<file path="config.mk">
export PLATFORM = sky130hd
export DESIGN_NAME = filter_frame_ctrl
export DESIGN_NICKNAME = d
export VERILOG_FILES = /design/src/rtl/filter_frame_ctrl.sv
export SDC_FILE = /design/constraint.sdc
export NUM_CORES = 1
export LEC_CHECK = 0
export ABC_AREA = 1
export CAP_MARGIN = 40
export CORE_MARGIN = 2
export CORE_UTILIZATION = 36
export DETAILED_ROUTE_END_ITERATION = 7
export MAX_ROUTING_LAYER = met4
export PLACE_DENSITY = 0.66
export SLEW_MARGIN = 5
export SYNTH_ARGS = -nofsm -noshare
export SYNTH_HDL_FRONTEND = slang
export SYNTH_SLANG_ARGS = --single-unit
export TNS_END_PERCENT = 10
</file>
<file path="constraint.sdc">
create_clock -name sys_clk -period 2.45 [get_ports sys_clk]
set_input_delay 0.735 -clock sys_clk [delete_from_list [all_inputs] [get_ports sys_clk]]
set_output_delay 0.735 -clock sys_clk [all_outputs]
set_load 0.02 [all_outputs]
</file>
<file path="src/rtl/filter_frame_ctrl.sv">
// filter_frame_ctrl
//   Frame sequencer in front of the Gaussian/Sobel/gradient filter chain.
//   Validates and latches the per-frame configuration on start, pulses
//   f_new_frame, gates source beats into the filter with a valid/ready
//   handshake, counts beats in and out, and reports completion and errors.
//
//   Optional build macro: FRAME_TIMEOUT_EN
//     defined   -> drain watchdog: TIMEOUT consecutive DRAIN cycles without an
//                  f_out_vld abort the frame (err_timeout pulse, no frame_cnt++)
//     undefined -> no watchdog, err_timeout is constant 0, DRAIN waits forever
//
// Ports
//   sys_clk, sys_rst_n          clock, async active-low reset
//   start                       single-cycle frame request (honoured in IDLE only)
//   cfg_rows/cfg_cols/cfg_bypass frame configuration, sampled on accepted start
//   s_data, s_vld, s_rdy        source beat handshake (s_rdy high in ACTIVE)
//   f_rows/f_cols/f_bypass      latched configuration to the filter
//   f_new_frame                 one-cycle frame-start pulse
//   f_data, f_vld               registered copy of each accepted beat
//   f_out_vld                   filter output-beat strobe
//   busy                        state != IDLE
//   frame_done                  one-cycle completion pulse
//   err_cfg                     one-cycle pulse, cycle after a rejected start
//   err_timeout                 one-cycle pulse on drain watchdog expiry
//   frame_cnt                   completed frames, free-running 16 bit
module filter_frame_ctrl #(
   parameter int DWIDTH  = 10,
   parameter int PIXCNT  = 8,
   parameter int ROWS    = 2048,
   parameter int COLS    = 2448,
   parameter int TIMEOUT = 4096
) (
   input  logic                        sys_clk,
   input  logic                        sys_rst_n,
   input  logic                        start,
   input  logic [$clog2(ROWS)-1:0]     cfg_rows,
   input  logic [$clog2(COLS)-1:0]     cfg_cols,
   input  logic [1:0]                  cfg_bypass,
   input  logic [DWIDTH*PIXCNT-1:0]    s_data,
   input  logic                        s_vld,
   output logic                        s_rdy,
   output logic [$clog2(ROWS)-1:0]     f_rows,
   output logic [$clog2(COLS)-1:0]     f_cols,
   output logic [1:0]                  f_bypass,
   output logic                        f_new_frame,
   output logic [DWIDTH*PIXCNT-1:0]    f_data,
   output logic                        f_vld,
   input  logic                        f_out_vld,
   output logic                        busy,
   output logic                        frame_done,
   output logic                        err_cfg,
   output logic                        err_timeout,
   output logic [15:0]                 frame_cnt
);

   localparam int RW = $clog2(ROWS);
   localparam int CW = $clog2(COLS);
   localparam int TW = RW + CW;   // rows*bpr always fits, no overflow
   localparam logic [CW-1:0] PIX_C = CW'(PIXCNT);

   typedef enum logic [2:0] {IDLE, START, ACTIVE, DRAIN, DONE} state_t;

   state_t        state, state_nxt;
   logic [CW-1:0] bpr, bpr_nxt;
   logic [TW-1:0] total, total_nxt, out_cnt;
   logic [RW-1:0] row_cnt;
   logic [CW-1:0] col_beat;
   logic          cfg_ok, cfg_take, accept, last_beat, out_done, out_hit;
   logic          tmo_fire, tmo_err, err_cfg_q;

   assign cfg_ok    = (cfg_rows != '0) && (cfg_cols != '0) && ((cfg_cols % PIX_C) == '0);
   assign cfg_take  = (state == IDLE) && start && cfg_ok;
   assign bpr_nxt   = cfg_cols / PIX_C;
   assign total_nxt = TW'(cfg_rows) * TW'(bpr_nxt);

   assign accept    = (state == ACTIVE) && s_vld;
   assign last_beat = (row_cnt == f_rows - 1'b1) && (col_beat == bpr - 1'b1);
   assign out_done  = (out_cnt == total);
   // Output strobes count only while a frame is streaming or draining, and
   // never past total so a chatty filter cannot skip the completion compare.
   assign out_hit   = f_out_vld && ((state == ACTIVE) || (state == DRAIN)) && !out_done;

`ifdef FRAME_TIMEOUT_EN
   localparam int WW = $clog2(TIMEOUT + 1);
   logic [WW-1:0] wd_cnt;

   // Counts consecutive DRAIN cycles without an output beat.
   always_ff @(posedge sys_clk or negedge sys_rst_n) begin
      if (!sys_rst_n)
         wd_cnt <= '0;
      else if ((state != DRAIN) || f_out_vld)
         wd_cnt <= '0;
      else
         wd_cnt <= wd_cnt + 1'b1;
   end

   assign tmo_fire = (state == DRAIN) && !f_out_vld && (wd_cnt == WW'(TIMEOUT - 1));
`else
   assign tmo_fire = 1'b0;
`endif

   always_comb begin
      state_nxt   = state;
      tmo_err     = 1'b0;
      s_rdy       = (state == ACTIVE);
      f_new_frame = (state == START);
      frame_done  = (state == DONE);
      busy        = (state != IDLE);
      unique case (state)
         IDLE:    if (cfg_take) state_nxt = START;
         START:   state_nxt = ACTIVE;
         ACTIVE:  if (accept && last_beat) state_nxt = DRAIN;
         DRAIN: begin
            // completion wins over a watchdog expiring on the same cycle
            if (out_done) begin
               state_nxt = DONE;
            end else if (tmo_fire) begin
               state_nxt = IDLE;
               tmo_err   = 1'b1;
            end
         end
         DONE:    state_nxt = IDLE;
         default: state_nxt = IDLE;
      endcase
   end

   assign err_timeout = tmo_err;
   assign err_cfg     = err_cfg_q;

   always_ff @(posedge sys_clk or negedge sys_rst_n) begin
      if (!sys_rst_n) begin
         state     <= IDLE;
         f_rows    <= '0;
         f_cols    <= '0;
         f_bypass  <= '0;
         bpr       <= '0;
         total     <= '0;
         row_cnt   <= '0;
         col_beat  <= '0;
         out_cnt   <= '0;
         f_data    <= '0;
         f_vld     <= 1'b0;
         err_cfg_q <= 1'b0;
         frame_cnt <= '0;
      end else begin
         state     <= state_nxt;
         err_cfg_q <= (state == IDLE) && start && !cfg_ok;
         f_vld     <= accept;
         if (accept)
            f_data <= s_data;

         if (cfg_take) begin
            f_rows   <= cfg_rows;
            f_cols   <= cfg_cols;
            f_bypass <= cfg_bypass;
            bpr      <= bpr_nxt;
            total    <= total_nxt;
            row_cnt  <= '0;
            col_beat <= '0;
            out_cnt  <= '0;
         end

         if (accept) begin
            if (col_beat == bpr - 1'b1) begin
               col_beat <= '0;
               row_cnt  <= row_cnt + 1'b1;
            end else begin
               col_beat <= col_beat + 1'b1;
            end
         end

         if (out_hit)
            out_cnt <= out_cnt + 1'b1;

         if (state == DONE)
            frame_cnt <= frame_cnt + 16'd1;
      end
   end

endmodule
</file>
==> results of run 1 <==
==> power groups by stage <==
stage	Clock [uW]	Combinational [uW]	Sequential, uW
finish	2970	5780	3640
global route	3160	6340	3670
CTS	3030	5530	3630
detailed placement	0	5110	3690
global placement	0	5020	3680
floorplan	0	3070	3790
==> registers in the layout (all words and copies together), names as in the netlist, 11 cells and up <==
register,flops
f_data,80
col_beat,12
total,20
out_cnt,23
frame_cnt,16
row_cnt,11
f_cols,12
f_rows,11
==> logic make-up (layout without fill, tap and decap cells) <==
kind of cell               after synthesis  in the layout  share of synthesized area
AOI/OAI and AO/OA                      126            126                     0.0559
xor gates and xnor gates                71             71                     0.0497
adders and majority gates              110            110                      0.148
buffers and inverters                  313            650                     0.0978
DFF                                    192            192                      0.384
other                                    1              2                   0.000300
and+or+nand+nor                        784            784                      0.264
==> layout make-up <==
class / instances / area [um^2]
Fill cell: 3232 / 17000
Inverter: 255 / 957
Sequential cell: 192 / 4810
Multi-Input combinational cell: 1092 / 6920
Tap cell: 455 / 569
Timing Repair Buffer: 363 / 3480
Clock buffer: 17 / 425
Antenna cell: 1 / 2.50
Clock inverter: 15 / 204
==> cell usage after synthesis, types with 3 or more instances <==
| cell | n | area [um^2] |
|---|---|---|
| a21o_1 | 4 | 30.0 |
| a21oi_1 | 22 | 110 |
| buf_1 | 4 | 15.0 |
| buf_2 | 18 | 90.1 |
| buf_4 | 3 | 22.5 |
| clkbuf_1 | 31 | 116 |
| dfrtp_1 | 192 | 4800 |
| fa_1 | 64 | 1280 |
| ha_1 | 46 | 576 |
| inv_1 | 247 | 927 |
| inv_2 | 7 | 26.3 |
| nand2_1 | 561 | 2110 |
| nand2_2 | 5 | 31.3 |
| nand3_1 | 69 | 345 |
| nand3_2 | 4 | 40.0 |
| nand3b_1 | 4 | 30.0 |
| nand4_1 | 21 | 131 |
| nand4_2 | 3 | 37.5 |
| nor2_1 | 65 | 244 |
| nor2_2 | 12 | 75.1 |
| nor2_4 | 4 | 45.0 |
| nor3_1 | 21 | 105 |
| nor4_1 | 7 | 43.8 |
| o21ai_0 | 56 | 280 |
| o21ai_1 | 21 | 105 |
| o22ai_1 | 10 | 62.6 |
| o31ai_1 | 4 | 30.0 |
| or2_2 | 5 | 31.3 |
| xnor2_1 | 24 | 210 |
| xor2_1 | 47 | 412 |
==> repair_timing <==
| item | CTS | global route |
|---|---|---|
| setup endpoints to repair | 87 | 38 |
| cloned | 3 | 0 |
| pin swaps | 64 | 13 |
| resized for setup | 155 | 28 |
| setup buffers | 14 | 2 |
==> metrics by stage <==
step / utilization / hold WS (ps) / setup TNS (ps)
final: 0.505 / 239 / -21470
after global routing: 0.505 / 273 / -23690
after CTS: 0.502 / 272 / -21140
after detailed placement: 0.474 / 456 / -77800
after global placement: 0.474 / 452 / -73320
after floorplan: - / 439 / -24040
==> how the worst max path moves through the flow <==
| stage | endpoint | slack, ps | depth (start not counted) |
|---|---|---|---|
| 6_report | total[16] | -1670 | 23 |
| 5_1_grt | total[16] | -1780 | 23 |
| 4_1_cts | total[16] | -1570 | 23 |
| 3_5_place_dp | total[16] | -2590 | 21 |
| 3_3_place_gp | total[16] | -2540 | 21 |
| 2_1_floorplan | total[19] | -1760 | 18 |
==> routing by layer <==
layer | vias to the layer above | wire length (um) | track usage
li1 | 5530 | - | -
met1 | 5364 | 16000 | 0.259
met3 | 50 | 1130 | 0.0210
met5 | - | 0 | -
met2 | 239 | 17200 | 0.330
met4 | 0 | 831 | 0.0653
==> critical path, cell delays in order <==
cell and delay [ps]:
buf_8 100, buf_6 120, buf_6 110, nand2_2 50, inv_2 30, fa_1 490
inv_2 40, fa_1 530, inv_1 50, fa_1 500, inv_1 50, fa_1 500
inv_2 50, ha_4 290, nand2_1 100, o21ai_2 170, inv_1 80, nand2_2 110
nand3_2 70, nand2_2 80, a21oi_1 50, o21ai_1 70, nand2_1 60
==> results.py, run 1 <==
metrics = {
    "outcome": {
        "status": "finished with violations",
        "violations": "negative setup slack",
    },
    "global_route": {
        "grt_pass1_wl_mm": 56.5,
        "grt_overflow_total": 0,
        "track_usage": 0.200,
        "grt_pass1_vias": 10900,
        "grt_max_degree": 63,
        "antenna_found_initial": 1,
    },
    "routing": {
        "num_vias": 11200,
        "first_pass_iters": 5,
        "routedWlPerCell_um": 14.7,
        "drt_wl_total_mm": 35.1,
        "drc_errors": 0,
        "viasPerCell": 4.68,
        "drtIter0Drc": 717,
        "ant_nets": 0,
    },
    "clock_tree": {
        "cts_buffers": 17,
        "insertion_delay_ps": 450,
        "clk_pin_slew_ps": 80,
        "cts_sinks": 192,
        "hold_buffers": 0,
        "cts-root-buf": "clkbuf_16",
        "cts_max_level": 4,
        "cts_tree": "done",
        "clock_path_buffers": 2,
    },
    "power_and_ir_drop": {
        "p_leak_uw": 0.00886,
        "internal_power_uw": 7730,
        "switching_power_uw": 4650,
        "comb_power_share": 0.467,
        "p_sw_frac": 0.375,
        "powerDensity_nw_per_um2": 713,
        "seqPwrFrac": 0.294,
        "ir_drop_mv": 0.592,
        "clockPowerShare": 0.240,
        "power.total_uw": 12400,
    },
    "floorplan": {
        "die_h_um": 190,
        "die_width_um": 190,
        "initial_utilization": 0.364,
        "pin_count": 238,
        "core_area_um2": 34400,
        "fp-row-count": 68,
        "dieArea_um2": 36300,
    },
    "worst_setup_path": {
        "rr_startpoint": "f_cols[4]",
        "cp_max_fo": 6,
        "path_class": "input port to register",
        "ff2ff_setup_slack_ps": 250,
        "cp.arrival_ps": 4460,
        "cp-startpoint": "cfg_rows[6]",
        "r2r_end": "state[0]",
        "cp-start-kind": "input port",
        "endpoint_kind": "register",
        "cp.required_ps": 2790,
        "r2r_cells": 13,
    },
    "synth": {
        "ys_types": 43,
        "syn_avg_cell_area_um2": 7.84,
        "ys_seq_area_frac": 0.384,
        "syn_area_um2": 12500,
        "syn-num-nets": 1817,
        "yosys_most_used_dff": "dfrtp_1",
        "yosys_warnings": 0,
        "ys_async_sr_fraction": 1.00,
        "synth_edf_count": 0,
        "synth-seq-cells": 192,
        "synthCells": 1597,
    },
    "timing": {
        "maxSlewHeadroom": 0.629,
        "fmax_mhz": 243,
        "min_period_over_period": 1.68,
        "grt_setup_unrepaired": "true",
        "skew_ps": 18.6,
        "post-route-min-period_ps": 4120,
        "slew_viol_final": 0,
        "hold_violations": 0,
        "worst_slack_ps": -1670,
        "tightest_slew_ps": 556,
        "setup_viol": 16,
    },
    "cells_and_area": {
        "drive_above_1_share": 0.159,
        "instances_no_fill": 2390,
        "final_common_cell": "nand2_1",
        "syn_to_final_growth_pct": 38.8,
        "design_area_um2": 17400,
        "final_cell_mix": "nand2_1 (544), inv_1 (232), clkdlybuf4s50_1 (211)",
        "fin_nets": 2141,
    },
    "place": {
        "place_area_um2": 16300,
        "dp_cells": 2338,
        "hpwl_mm": 27.0,
        "io_buffers": 236,
        "place.gp.congestion": 0.888,
        "post-place-ws_ps": -2590,
    },
    "job": {
        "maxCapViolCount": 0,
    },
    "hold_path": {
        "min_path_type": "input port to asynchronous set/reset pin",
    },
}
Note: power is estimated with default switching activity, not from simulation.
==> inputs of run 2 (changes only) <==
CORE_ASPECT_RATIO = 0.75   (was unset)
PLACE_DENSITY = 0.68   (was 0.66)
clock period = 3.5 ns   (was 2.45 ns; I/O delays follow)
==> run 2 against run 1 <==
Net effect: the flow still finishes with violations (negative setup slack); critical path depth down 6; count of clock-buffer cells in the layout grew 1; non-clock buffer count is 7 lower; global-route usage rose by 0.38 points; critical endpoint is now total[17].
==> results.py, run 2 (synthesis results as in run 1) <==
metrics = {
    "outcome": {
        "status": "finished with violations",
        "violations": "negative setup slack",
    },
    "power_and_ir_drop": {
        "ir_drop_mv": 0.424,
        "p_leak_uw": 0.00878,
        "powerDensity_nw_per_um2": 504,
    },
    "floorplan": {
        "die_h_um": 165,
        "fp-row-count": 59,
        "dieArea_um2": 36300,
        "core_area_um2": 34500,
        "die_width_um": 219,
        "initial_utilization": 0.363,
        "pin_count": 238,
    },
    "worst_setup_path": {
        "path_class": "input port to register",
        "crit_slowest_cell": "fa_1",
        "endpoint_kind": "register",
        "critical-path-top-delay-family": "adder cells",
        "crit_buf_inv": 5,
        "cp.required_ps": 3830,
        "cp_max_fo": 4,
        "cp-start-kind": "input port",
        "cp.arrival_ps": 4820,
        "cp_cell_sequence": "clkdlybuf4s15_1, buf_4, nand2_1, inv_1, fa_1, fa_1, fa_1, inv_2, fa_1, inv_2, ha_4, a21oi_4, o21ai_2, a221oi_2, nand3_1, nand3_1, nand2_1",
        "critPathMaxStageDelay_ps": 560,
        "cp_common_cell": "fa_1",
    },
    "hold_path": {
        "min_path_type": "register to register",
    },
    "clock_tree": {
        "cts_sinks": 192,
        "clk_pin_slew_ps": 70,
        "cts_tree": "done",
        "cts_max_level": 4,
        "cts-root-buf": "clkbuf_16",
        "insertion_delay_ps": 440,
        "cts_buffers": 17,
        "clock_path_buffers": 2,
        "hold_buffers": 0,
    },
    "timing": {
        "post-route-min-period_ps": 4490,
        "hold_violations": 0,
        "min_period_over_period": 1.28,
        "worst_slack_ps": -988,
        "slew_viol_final": 0,
        "fmax_mhz": 223,
        "setup_viol": 15,
        "grt_setup_unrepaired": "true",
        "skew_ps": 11.4,
    },
    "cells_and_area": {
        "top_regs": "f_data (80), out_cnt (23), total (20)",
        "regMostFlops": "f_data",
        "largest_register_ffs": 80,
        "syn_to_final_growth_pct": 37.4,
        "fin_nets": 2134,
        "final_core_util": 0.499,
        "final_cell_mix": "nand2_1 (545), inv_1 (230), clkdlybuf4s50_1 (215)",
        "design_area_um2": 17200,
        "instances_no_fill": 2385,
        "final_common_cell": "nand2_1",
        "drive_above_1_share": 0.151,
    },
    "global_route": {
        "grt_overflow_total": 0,
        "grt_pass1_vias": 11100,
        "grt_max_degree": 81,
        "track_usage": 0.204,
        "antenna_found_initial": 1,
        "grt_pass1_wl_mm": 57.3,
    },
    "routing": {
        "viasPerCell": 4.73,
        "topRoutingLayerUsed": "met4",
        "met1Wirelength_mm": 16.4,
        "wl_met2_mm": 16.9,
        "drt_wl_total_mm": 35.5,
        "drc_errors": 0,
        "num_vias": 11300,
        "drtIter0Drc": 842,
        "ant_nets": 0,
        "routedWlPerCell_um": 14.9,
        "wl_met3_mm": 1.67,
        "first_pass_iters": 6,
    },
    "place": {
        "place.gp.congestion": 0.915,
        "post-place-ws_ps": -1850,
        "io_buffers": 236,
        "dp_cells": 2320,
        "hpwl_mm": 26.3,
        "place_area_um2": 16100,
    },
    "job": {
        "maxCapViolCount": 0,
    },
}
-- run 2: cell types whose count changed in the layout (fill, tap and decap cells not counted), sizes merged --
cell / change
clkdlybuf4s15: +1
clkbuf: +2
clkdlybuf4s50: +4
dlygate4sd2: -3
bufinv: +1
clkinv: -2
buf: -10
-- run 2: final cells by class --
| class | instances | area [um^2] |
|---|---|---|
| clock inverters | 14 | 169 |
| repair buffers | 356 | 3380 |
| fillers | 3224 | 17300 |
| multi-input cells | 1092 | 6870 |
| well taps | 457 | 572 |
| clock buffers | 18 | 439 |
| inverters | 255 | 960 |
| flip-flops and latches | 192 | 4800 |
| diodes | 1 | 2.50 |
-- run 2: path summary, 6_finish.rpt --
check	startpoint	endpoint	slack, ps	depth (start not counted)
min reg2reg	f_cols[1]	f_cols[1]	470	2
min	f_cols[1]	f_cols[1]	470	2
min in group asynchronous	sys_rst_n	f_data[62]	520	1
max	cfg_rows[9]	total[17]	-990	17
max in group asynchronous	sys_rst_n	f_cols[5]	2230	2
max reg2reg	out_cnt[8]	out_cnt[3]	1130	8
-- run 2: metal layers --
layer | global-route usage | up-vias
met5 | - | -
li1 | - | 5540
met2 | 0.318 | 265
met1 | 0.276 | 5438
met3 | 0.0370 | 30
met4 | 0.0534 | 0
-- run 2: tightest hold or removal path: stages, from the launching register on --
cell     delay, ps
dfrtp_1        350
nand2_1         50
inv_1           40
-- run 2: report_power, final --
part	leakage [uW]	internal [uW]	total (uW)	switching (uW)
Combinational	0.00610	1990	4060	2070
Sequential	0.00237	2390	2550	160
Clock	0.000304	1100	2070	963
Total	0.00878	5480	8670	3190
-- run 2: what timing repair did --
action,in CTS,in global routing
endpoints found under the setup margin,16,15
resized for setup,115,39
setup buffers,23,5
cloned,5,0
pin swaps,35,43
-- run 2: stage by stage --
stage	TNS [ps]	total power (uW)	hold WS, ps
after floorplan	-12170	4800	456
after global placement	-24690	6040	452
after detailed placement	-26030	6110	453
after global routing	-12760	9250	499
final	-10950	8670	472
after CTS	-10970	8410	480
